`config.mk`:
```
export PLATFORM = sky130hd
export DESIGN_NAME = matmul_controller_flat
export DESIGN_NICKNAME = d
export VERILOG_FILES = /design/src/rtl/matmul_controller_if.sv /design/src/rtl/matmul_controller.sv /design/src/flat_wrapper.sv
export SDC_FILE = /design/constraint.sdc
export NUM_CORES = 1
export LEC_CHECK = 0
export BUFFER_PORTS_ARGS = -buffer_cell sky130_fd_sc_hd__buf_2
export CAP_MARGIN = 25
export CELL_PAD_IN_SITES_DETAIL_PLACEMENT = 0
export CELL_PAD_IN_SITES_GLOBAL_PLACEMENT = 2
export CORE_UTILIZATION = 27
export CTS_CLUSTER_DIAMETER = 100
export DETAILED_ROUTE_END_ITERATION = 8
export GPL_ROUTABILITY_DRIVEN = 0
export HOLD_SLACK_MARGIN = 0.06
export MAX_ROUTING_LAYER = met4
export PLACE_DENSITY_LB_ADDON = 0.05
export SLEW_MARGIN = 20
export SYNTH_ARGS = -nofsm -noshare
export SYNTH_HDL_FRONTEND = slang
export SYNTH_SLANG_ARGS = --single-unit
```
`constraint.sdc`:
```
create_clock -name in_clk -period 1 [get_ports in_clk]
set_input_delay 0.1 -clock in_clk [delete_from_list [all_inputs] [get_ports in_clk]]
set_output_delay 0.1 -clock in_clk [all_outputs]
set_load 0.01 [all_outputs]
```
`src/rtl/matmul_controller_if.sv`:
```
// Control bus between the matmul sequencer (master) and the register file / MAC datapath (slave).
interface matmul_controller_if #(
  parameter int address_width = 4
);
  logic                     in_start;
  logic                     in_mac_done;
  logic [address_width-1:0] out_address;
  logic [1:0]               out_type;
  logic [1:0]               out_select_matrix;
  logic                     out_read_en;
  logic                     out_write_en;
  logic                     out_load_a;
  logic                     out_load_b;
  logic                     out_mac_start;
  logic                     out_busy;
  logic                     out_done;

  modport master (
    input  in_start, in_mac_done,
    output out_address, out_type, out_select_matrix, out_read_en, out_write_en,
           out_load_a, out_load_b, out_mac_start, out_busy, out_done
  );

  modport slave (
    output in_start, in_mac_done,
    input  out_address, out_type, out_select_matrix, out_read_en, out_write_en,
           out_load_a, out_load_b, out_mac_start, out_busy, out_done
  );
endinterface

```
`src/rtl/matmul_controller.sv`:
```
// Sequencer for C = A*B: walks (i,j), fetches row i of A and column j of B,
// kicks the dot-product unit and writes the result cell back. All outputs registered.
module matmul_controller #(
  parameter int size          = 4,
  parameter int address_width = 4
) (
  input logic                 in_clk,
  input logic                 in_reset,
  matmul_controller_if.master bus
);
  localparam int IW = (size > 1) ? $clog2(size) : 1;
  localparam logic [IW-1:0]            LAST   = IW'(size - 1);
  localparam logic [IW-1:0]            ONE_I  = IW'(1);
  localparam logic [address_width-1:0] ONE_A  = address_width'(1);
  localparam logic [address_width-1:0] SIZE_A = address_width'(size);

  localparam logic [1:0] T_CELL = 2'b00, T_ROW = 2'b01, T_COL = 2'b10;
  localparam logic [1:0] M_A = 2'b00, M_B = 2'b01, M_C = 2'b10;

  typedef enum logic [2:0] {IDLE, RD_A, RD_B, LD_B, MAC_GO, MAC_WAIT, WR_C, DONE} state_t;

  state_t                   state;
  logic [IW-1:0]            i, j;
  logic [address_width-1:0] i_a, j_a;
  logic [address_width-1:0] address;
  logic [1:0]               acc_type, sel;
  logic                     read_en, write_en, load_a, load_b, mac_start, busy, done;

  assign i_a = address_width'(i);
  assign j_a = address_width'(j);

  // Outputs are loaded on the edge that enters a state, so they line up with that state.
  always_ff @(posedge in_clk) begin
    if (!in_reset) begin
      state     <= IDLE;
      i         <= '0;
      j         <= '0;
      address   <= '0;
      acc_type  <= T_CELL;
      sel       <= M_A;
      read_en   <= 1'b0;
      write_en  <= 1'b0;
      load_a    <= 1'b0;
      load_b    <= 1'b0;
      mac_start <= 1'b0;
      busy      <= 1'b0;
      done      <= 1'b0;
    end else begin
      address   <= '0;
      acc_type  <= T_CELL;
      sel       <= M_A;
      read_en   <= 1'b0;
      write_en  <= 1'b0;
      load_a    <= 1'b0;
      load_b    <= 1'b0;
      mac_start <= 1'b0;
      done      <= 1'b0;
      busy      <= 1'b1;
      unique case (state)
        IDLE: begin
          busy <= 1'b0;
          if (bus.in_start) begin
            i        <= '0;
            j        <= '0;
            state    <= RD_A;
            busy     <= 1'b1;
            read_en  <= 1'b1;
            acc_type <= T_ROW;
          end
        end
        RD_A: begin
          state    <= RD_B;
          read_en  <= 1'b1;
          load_a   <= 1'b1;
          acc_type <= T_COL;
          sel      <= M_B;
          address  <= j_a;
        end
        RD_B: begin
          state  <= LD_B;
          load_b <= 1'b1;
        end
        LD_B: begin
          state     <= MAC_GO;
          mac_start <= 1'b1;
        end
        MAC_GO: state <= MAC_WAIT;
        MAC_WAIT: begin
          if (bus.in_mac_done) begin
            state    <= WR_C;
            write_en <= 1'b1;
            sel      <= M_C;
            address  <= i_a * SIZE_A + j_a;
          end
        end
        WR_C: begin
          if (j != LAST) begin
            j        <= j + ONE_I;
            state    <= RD_A;
            read_en  <= 1'b1;
            acc_type <= T_ROW;
            address  <= i_a * SIZE_A;
          end else begin
            j <= '0;
            if (i != LAST) begin
              i        <= i + ONE_I;
              state    <= RD_A;
              read_en  <= 1'b1;
              acc_type <= T_ROW;
              address  <= (i_a + ONE_A) * SIZE_A;
            end else begin
              state <= DONE;
              done  <= 1'b1;
            end
          end
        end
        DONE: begin
          state <= IDLE;
          busy  <= 1'b0;
        end
        default: begin
          state <= IDLE;
          busy  <= 1'b0;
        end
      endcase
    end
  end

  assign bus.out_address       = address;
  assign bus.out_type          = acc_type;
  assign bus.out_select_matrix = sel;
  assign bus.out_read_en       = read_en;
  assign bus.out_write_en      = write_en;
  assign bus.out_load_a        = load_a;
  assign bus.out_load_b        = load_b;
  assign bus.out_mac_start     = mac_start;
  assign bus.out_busy          = busy;
  assign bus.out_done          = done;
endmodule

```
`src/flat_wrapper.sv`:
```
// flat-port wrapper written by rule: the top's interface ports become plain ports
module matmul_controller_flat 
#(
  parameter int size          = 4,
  parameter int address_width = 4
)
  (in_clk, in_reset, bus_in_start, bus_in_mac_done, bus_out_address, bus_out_type, bus_out_select_matrix, bus_out_read_en, bus_out_write_en, bus_out_load_a, bus_out_load_b, bus_out_mac_start, bus_out_busy, bus_out_done);
  matmul_controller_if #(.address_width(address_width)) bus_i ();
  input logic in_clk;
  input logic in_reset;
  input wire logic [$bits(bus_i.in_start)-1:0] bus_in_start;
  input wire logic [$bits(bus_i.in_mac_done)-1:0] bus_in_mac_done;
  output wire logic [$bits(bus_i.out_address)-1:0] bus_out_address;
  output wire logic [$bits(bus_i.out_type)-1:0] bus_out_type;
  output wire logic [$bits(bus_i.out_select_matrix)-1:0] bus_out_select_matrix;
  output wire logic [$bits(bus_i.out_read_en)-1:0] bus_out_read_en;
  output wire logic [$bits(bus_i.out_write_en)-1:0] bus_out_write_en;
  output wire logic [$bits(bus_i.out_load_a)-1:0] bus_out_load_a;
  output wire logic [$bits(bus_i.out_load_b)-1:0] bus_out_load_b;
  output wire logic [$bits(bus_i.out_mac_start)-1:0] bus_out_mac_start;
  output wire logic [$bits(bus_i.out_busy)-1:0] bus_out_busy;
  output wire logic [$bits(bus_i.out_done)-1:0] bus_out_done;
  assign bus_i.in_start = bus_in_start;
  assign bus_i.in_mac_done = bus_in_mac_done;
  assign bus_out_address = bus_i.out_address;
  assign bus_out_type = bus_i.out_type;
  assign bus_out_select_matrix = bus_i.out_select_matrix;
  assign bus_out_read_en = bus_i.out_read_en;
  assign bus_out_write_en = bus_i.out_write_en;
  assign bus_out_load_a = bus_i.out_load_a;
  assign bus_out_load_b = bus_i.out_load_b;
  assign bus_out_mac_start = bus_i.out_mac_start;
  assign bus_out_busy = bus_i.out_busy;
  assign bus_out_done = bus_i.out_done;
  matmul_controller #(.size(size), .address_width(address_width)) u_core (.in_clk(in_clk), .in_reset(in_reset), .bus(bus_i));
endmodule
```
# ---- Yosys cells after proc, flatten, opt, wreduce, memory -nomap -nowiden
# Cells that the tools add are included.
dict set report totals {
  output_inout_bits 15
  in_bits 4
  reg_bits 22
  word_cells 70
}
dict set report op_classes {
  n_bitwise 2
  add_sub_neg 4
  eq_ne 13
  n_reduce_logical 7
  mux 31
}
# operator n
set op_table {}
lappend op_table {{$pmux 3 s8} 1}
lappend op_table {{$eq 3x3->1 const B} 4}
lappend op_table {{$mux 2} 6}
lappend op_table {{$mux 3} 4}
lappend op_table {{$mux 4} 3}
lappend op_table {{$pmux 2 s2} 3}
lappend op_table {{$pmux 4 s3} 1}
lappend op_table {{$mux 1} 10}
lappend op_table {{$ne 2x2->1 const B} 5}
lappend op_table {{$add 2x1->2 const B} 3}
lappend op_table {{$eq 3x2->1 const B} 2}
lappend op_table {{$pmux 2 s3} 1}
lappend op_table {{$reduce_and 2->1} 3}
lappend op_table {{$add 4x2->4} 1}
lappend op_table {{$reduce_and 4->1} 1}
lappend op_table {{$eq 3x1->1 const B} 1}
lappend op_table {{$logic_not 3->1} 1}
lappend op_table {{$pmux 1 s3} 1}
lappend op_table {{$reduce_or 3->1} 1}
lappend op_table {{$ne 2x1->1 const B} 1}
lappend op_table {{$not 1->1} 2}
lappend op_table {{$pmux 1 s2} 1}
lappend op_table {{$reduce_bool 2->1} 1}

# ---- Longest topological paths before layout
dict set report logic_depth {
  word_depth 4
  ltp_mapped 4
  depth_no_buf 4
}

# ---- Least setup slack after synthesis
# OpenSTA, ideal clock, no wires.
dict set report synth_timing {
  path_type {register -> register}
  from {reg u_core.j[0]}
  to {reg u_core.address[2] (netlist: u_core.bus.out_address[2])}
  path_stages_with_launch 5
  synth_period_minus_slack_ns 1.103
  path_slack_ns -0.103
  n_path_buf 0
  required_time_ns 0.930
  setup_ns 0.070
  arrival_ns 1.033
  path_cell_list {dfxtp_1 > ha_1 > nor4bb_1 > o21ai_0 > a21oi_1}
}
dict set report synth_between {
  elab_chain_cells 3
  word_cells_on_any_way 5
  classes_between {add/sub: 1; eq/ne: 1; mux: 3}
}
# element line
set synth_lines {}
lappend synth_lines {{from (decl)} matmul_controller.sv:23} ;# logic [IW-1:0] i, j;
lappend synth_lines {{from (signal assigned)} matmul_controller.sv:98} ;# j <= j + ONE_I;
lappend synth_lines {{$add 4x2->4 / $ne 2x2->1 (equally long branches)} {matmul_controller.sv:93, matmul_controller.sv:97}}
lappend synth_lines {{$mux 4, on equally long branches} {matmul_controller.sv:89, matmul_controller.sv:97}}
lappend synth_lines {{$pmux 4 s3 *} matmul_controller.sv:59} ;# unique case (state)
lappend synth_lines {{to (signal assigned)} matmul_controller.sv:93} ;# address <= i_a * SIZE_A + j_a;
lappend synth_lines {{to (signal assigned)} matmul_controller.sv:102} ;# address <= i_a * SIZE_A;
lappend synth_lines {{to (signal assigned)} matmul_controller.sv:110} ;# address <= (i_a + ONE_A) * SIZE_A;
lappend synth_lines {{to (decl)} matmul_controller.sv:25} ;# logic [address_width-1:0] address;
# Mark *: on every way between the ends. The rest lies on a longest branch, timed or not.
# A chain may end at the register's enable or synchronous reset.

# ---- Worst setup path in the final report
dict set report layout_timing {
  from {reg u_core.state[2]}
  to {reg u_core.i[1]}
}
dict set report layout_between {
  elab_chain_cells 3
  word_cells_on_any_way 8
  classes_between {eq/ne: 4; mux: 1; reduce/logical: 3}
}
# element line
set layout_lines {}
lappend layout_lines {{from (decl)} matmul_controller.sv:22} ;# state_t state;
lappend layout_lines {{from (signal assigned)} matmul_controller.sv:35} ;# state <= IDLE;
lappend layout_lines {{from (signal assigned)} matmul_controller.sv:65} ;# state <= RD_A;
lappend layout_lines {{from (signal assigned)} matmul_controller.sv:72} ;# state <= RD_B;
lappend layout_lines {{$eq 3x3->1 / $logic_not 3->1 (equally long branches)} matmul_controller.sv:59}
lappend layout_lines {{$ne 2x2->1 (no source line) (tied with other cells)} -}
lappend layout_lines {{$reduce_and 4->1 (no source line)} -}
lappend layout_lines {{to (signal assigned)} matmul_controller.sv:106} ;# i <= i + ONE_I;
lappend layout_lines {{to (decl)} matmul_controller.sv:23}
# Parallel ways exist; a longest one is shown, timed or not.

==> results.txt <==
----------------------------------------------------
[Final layout]
  Summed area of non-filler cells in the final layout ... 1330 sq um
  Area of combinational cells with multiple inputs ... 517 sq um
  Seq. cell area ... 439 sq um
  Fraction of layout cells with a size suffix above 1 ... 50.7%
  Antenna diode count ... 0
  Layout-stage area growth over the synthesis result ... 52.4%
  Final-layout fill cell count ... 315
  Post-route core utilization ... 43.6%
  Commonest cells after routing, fill and taps aside ... buf_2, buf_4, dfxtp_1
  Number of nets in the layout ... 144

[Placement]
  Worst slack at placement ... -128 ps
  Area of placed instances ... 1180 sq um
  PortBufs ... 18
  Detailed placement HPWL ... 1520 um

[Yosys]
  Synthesized Nets ... 104
  Number of library cell types mapped by synthesis ... 27
  Share of synthesized area occupied by flip-flops and latches ... 48.1%
  Cells after Synth ... 97
  Post-synthesis register bit count ... 21
  Synth Cell Area ... 875 sq um
  Post-synthesis async set-or-reset flop share ... 0%
  Number of enable flip-flop cells after synthesis ... 0
  Number of warnings printed during yosys synthesis ... 0
  Per-instance average area after synthesis ... 9.02 sq um
  Synth Flop Type ... dfxtp_1

[STA]
  Final worst clock skew ... 4.79 ps
  Final Hold Viols ... 0
  Final-report max-slew violation count ... 0
  Post-layout worst setup margin ... -159 ps
  Min Clock Period, post-route ... 1160 ps
  Achievable frequency ... 0.863 GHz
  Final worst path period share ... 116%
  Setup TNS ... -903 ps
  Worst slew margin relative to its limit ... 85.8%
  Transition time of the tightest slew-check pin ... 212 ps
  Worst-case hold slack ... 100 ps
  Number of endpoints failing setup at the final stage ... 11
  Setup repair after global routing missed its margin ... yes

[Global route]
  Global-route usage over all layers ... 13.0%
  Vias in the first global route ... 740
  Overall overflow remaining after global route ... 0
  Initial antenna violation count ... 0
  Largest net degree at the start of global routing ... 13
  Wire length of the first global-routing pass ... 3210 um

[Drt]
  Routed WL per cell ... 11.1 um
  Iter 0 DRT Violations ... 19
  Number of design rule violations left after detail routing ... 0
  Number of nets still failing antenna checks after routing ... 0
  Post-DR vias/cell ... 4.32
  Routed WL ... 2000 um
  DRT Pass-1 Iters ... 4
  Detailed-route via count ... 778

[Min path]
  HP Class ... in -> reg
  Worst Hold End ... u_core.bus.out_busy
  Min-Delay Startpoint ... bus_in_start
  Number of cells traversed by the worst hold path ... 3

[Critical path]
  Endpoint type of the worst setup path ... register
  Worst R2R Path Depth ... 3
  WP data required ... 1200 ps
  Worst Setup Path Type ... reg -> reg
  Startpoint types ... register
  Worst-path fanout max ... 4
  Critical Path AT ... 1360 ps
  R2r setup slk ... -160 ps
  Reg-to-reg startpoint ... u_core.state[2]
  Endpoint of the lowest-slack register-to-register path ... u_core.i[1]

[Floorplanning]
  Top-Level Pins ... 19
  Core footprint ... 3050 sq um
  Number of core rows ... 20
  Initial cell density of the core ... 28.6%
  Die Footprint ... 3470 sq um
  Die Span X ... 58.9 um
  Vert. Die Dim ... 58.9 um

[CTS]
  Clock H-tree levels ... 1
  CTS buffer count ... 3
  Clock insertion delay at the later pin of the skew report ... 300 ps
  Maximum count of clock buffers along a single path ... 2
  Clock root buffer ... clkbuf_4
  Clock-pin slew on the worst setup and hold paths ... 120 ps
  CTS tree ... done
  Clock sink count ... 21

[Power and ir drop]
  Part of the total power dissipated in combinational logic ... 17.8%
  LEAKAGE ... 0.594 nW
  Internal ... 1.16 mW
  Fraction of power consumed by sequential logic ... 56.3%
  Switching pwr ... 0.415 mW
  Clock power frac ... 25.9%
  Highest ir drop seen on vdd ... 0.000426 V
  Power density relative to cell area ... 1180 nW/um^2
  Switching part of the total power ... 26.3%

[Job]
  Number of max-capacitance violations reported ... 0

[Outcome]
  Run status ... finished, violations left
  Violated checks ... negative setup slack

----------------------------------------------------
-- flip-flops by register name, indices dropped and copies added (netlist names) --
name	cells
u_core.i	2
u_core.bus.out_type	2
u_core.bus.out_select_matrix	2
u_core.bus.out_mac_start	1
u_core.bus.out_done	1
u_core.bus.out_read_en	1
u_core.bus.out_busy	1
u_core.bus.out_load_b	1
u_core.bus.out_write_en	1
u_core.bus.out_address	4
u_core.state	3
u_core.j	2
-- logic make-up after synthesis --
kind of cell	synth area share, %
adders and majority gates	4.29
buffers and inverters	4.15
AOI/OAI and AO/OA	15.3
and+or+nand+nor	28.2
DFF	48.1
-- per-layer routing --
metal  GRT usage, %  wire length (um)  part of all wire (%)  up-vias
met5              -                 0                     0        -
met4           6.12                19                  0.95        0
met3           2.64                59                   3.0        2
met2           21.8               962                    48       14
met1           14.7               954                    48      348
li1               -                 -                     -      414
-- Yosys cell counts (all sizes together), types with 2 or more instances --
master / instances / area [sq um]
dfxtp: 21 / 420
nand2: 11 / 41.3
a21oi: 9 / 52.6
nor2: 9 / 33.8
o21ai: 8 / 40.0
nand3: 5 / 25.0
buf: 4 / 25.0
nand2b: 4 / 25.0
and2: 3 / 18.8
and3: 3 / 18.8
ha: 3 / 37.5
and3b: 2 / 17.5
and4b: 2 / 20.0
clkbuf: 2 / 7.51
nand4b: 2 / 17.5
-- power groups by stage --
stage / clock, mW / combinational (mW) / sequential, mW
after global routing: 0.472 / 0.309 / 0.892
after CTS: 0.443 / 0.255 / 0.886
final: 0.408 / 0.281 / 0.887
after detailed placement: 0 / 0.246 / 0.908
after global placement: 0 / 0.244 / 0.907
after floorplan: 0 / 0.122 / 0.916
-- metrics by stage --
step | total power [mW] | std cells
after CTS | 1.58 | 177
final | 1.58 | 180
after global placement | 1.15 | 173
after global routing | 1.67 | 180
after detailed placement | 1.15 | 173
after floorplan | 1.04 | 97
-- worst max path at each step --
| stage | end | from | depth (start not counted) |
|---|---|---|---|
| floorplan | u_core.i[0] | u_core.state[2] | 3 |
| global placement | u_core.j[0] | u_core.state[1] | 3 |
| detailed placement | u_core.i[1] | u_core.state[2] | 3 |
| CTS | u_core.i[1] | u_core.state[2] | 3 |
| global route | u_core.i[1] | u_core.state[2] | 3 |
| finish | u_core.i[1] | u_core.state[2] | 3 |
-- worst max-delay path, stage by stage (launching register included) --
cell and delay (ps):
dfxtp_4 380, or3b_4 440, a21oi_4 170, o21ai_1 70
-- repair_timing --
action,4_1_cts,5_1_grt
pin swaps,6,10
hold buffers,0,0
gates resized for setup,14,15
setup endpoints to repair,15,15
buffers inserted,0,3
hold endpoints to repair,0,0
-- cell type report --
type | count | share of cell area, %
clock buffers | 3 | 1.69
repair buffers | 41 | 21.8
clock inverters | 1 | 0.376
multi-input cells | 69 | 38.8
inverters | 1 | 0.282
flip-flops and latches | 21 | 33.0
well taps | 44 | 4.13
Note: power is estimated with default switching activity, not from simulation.
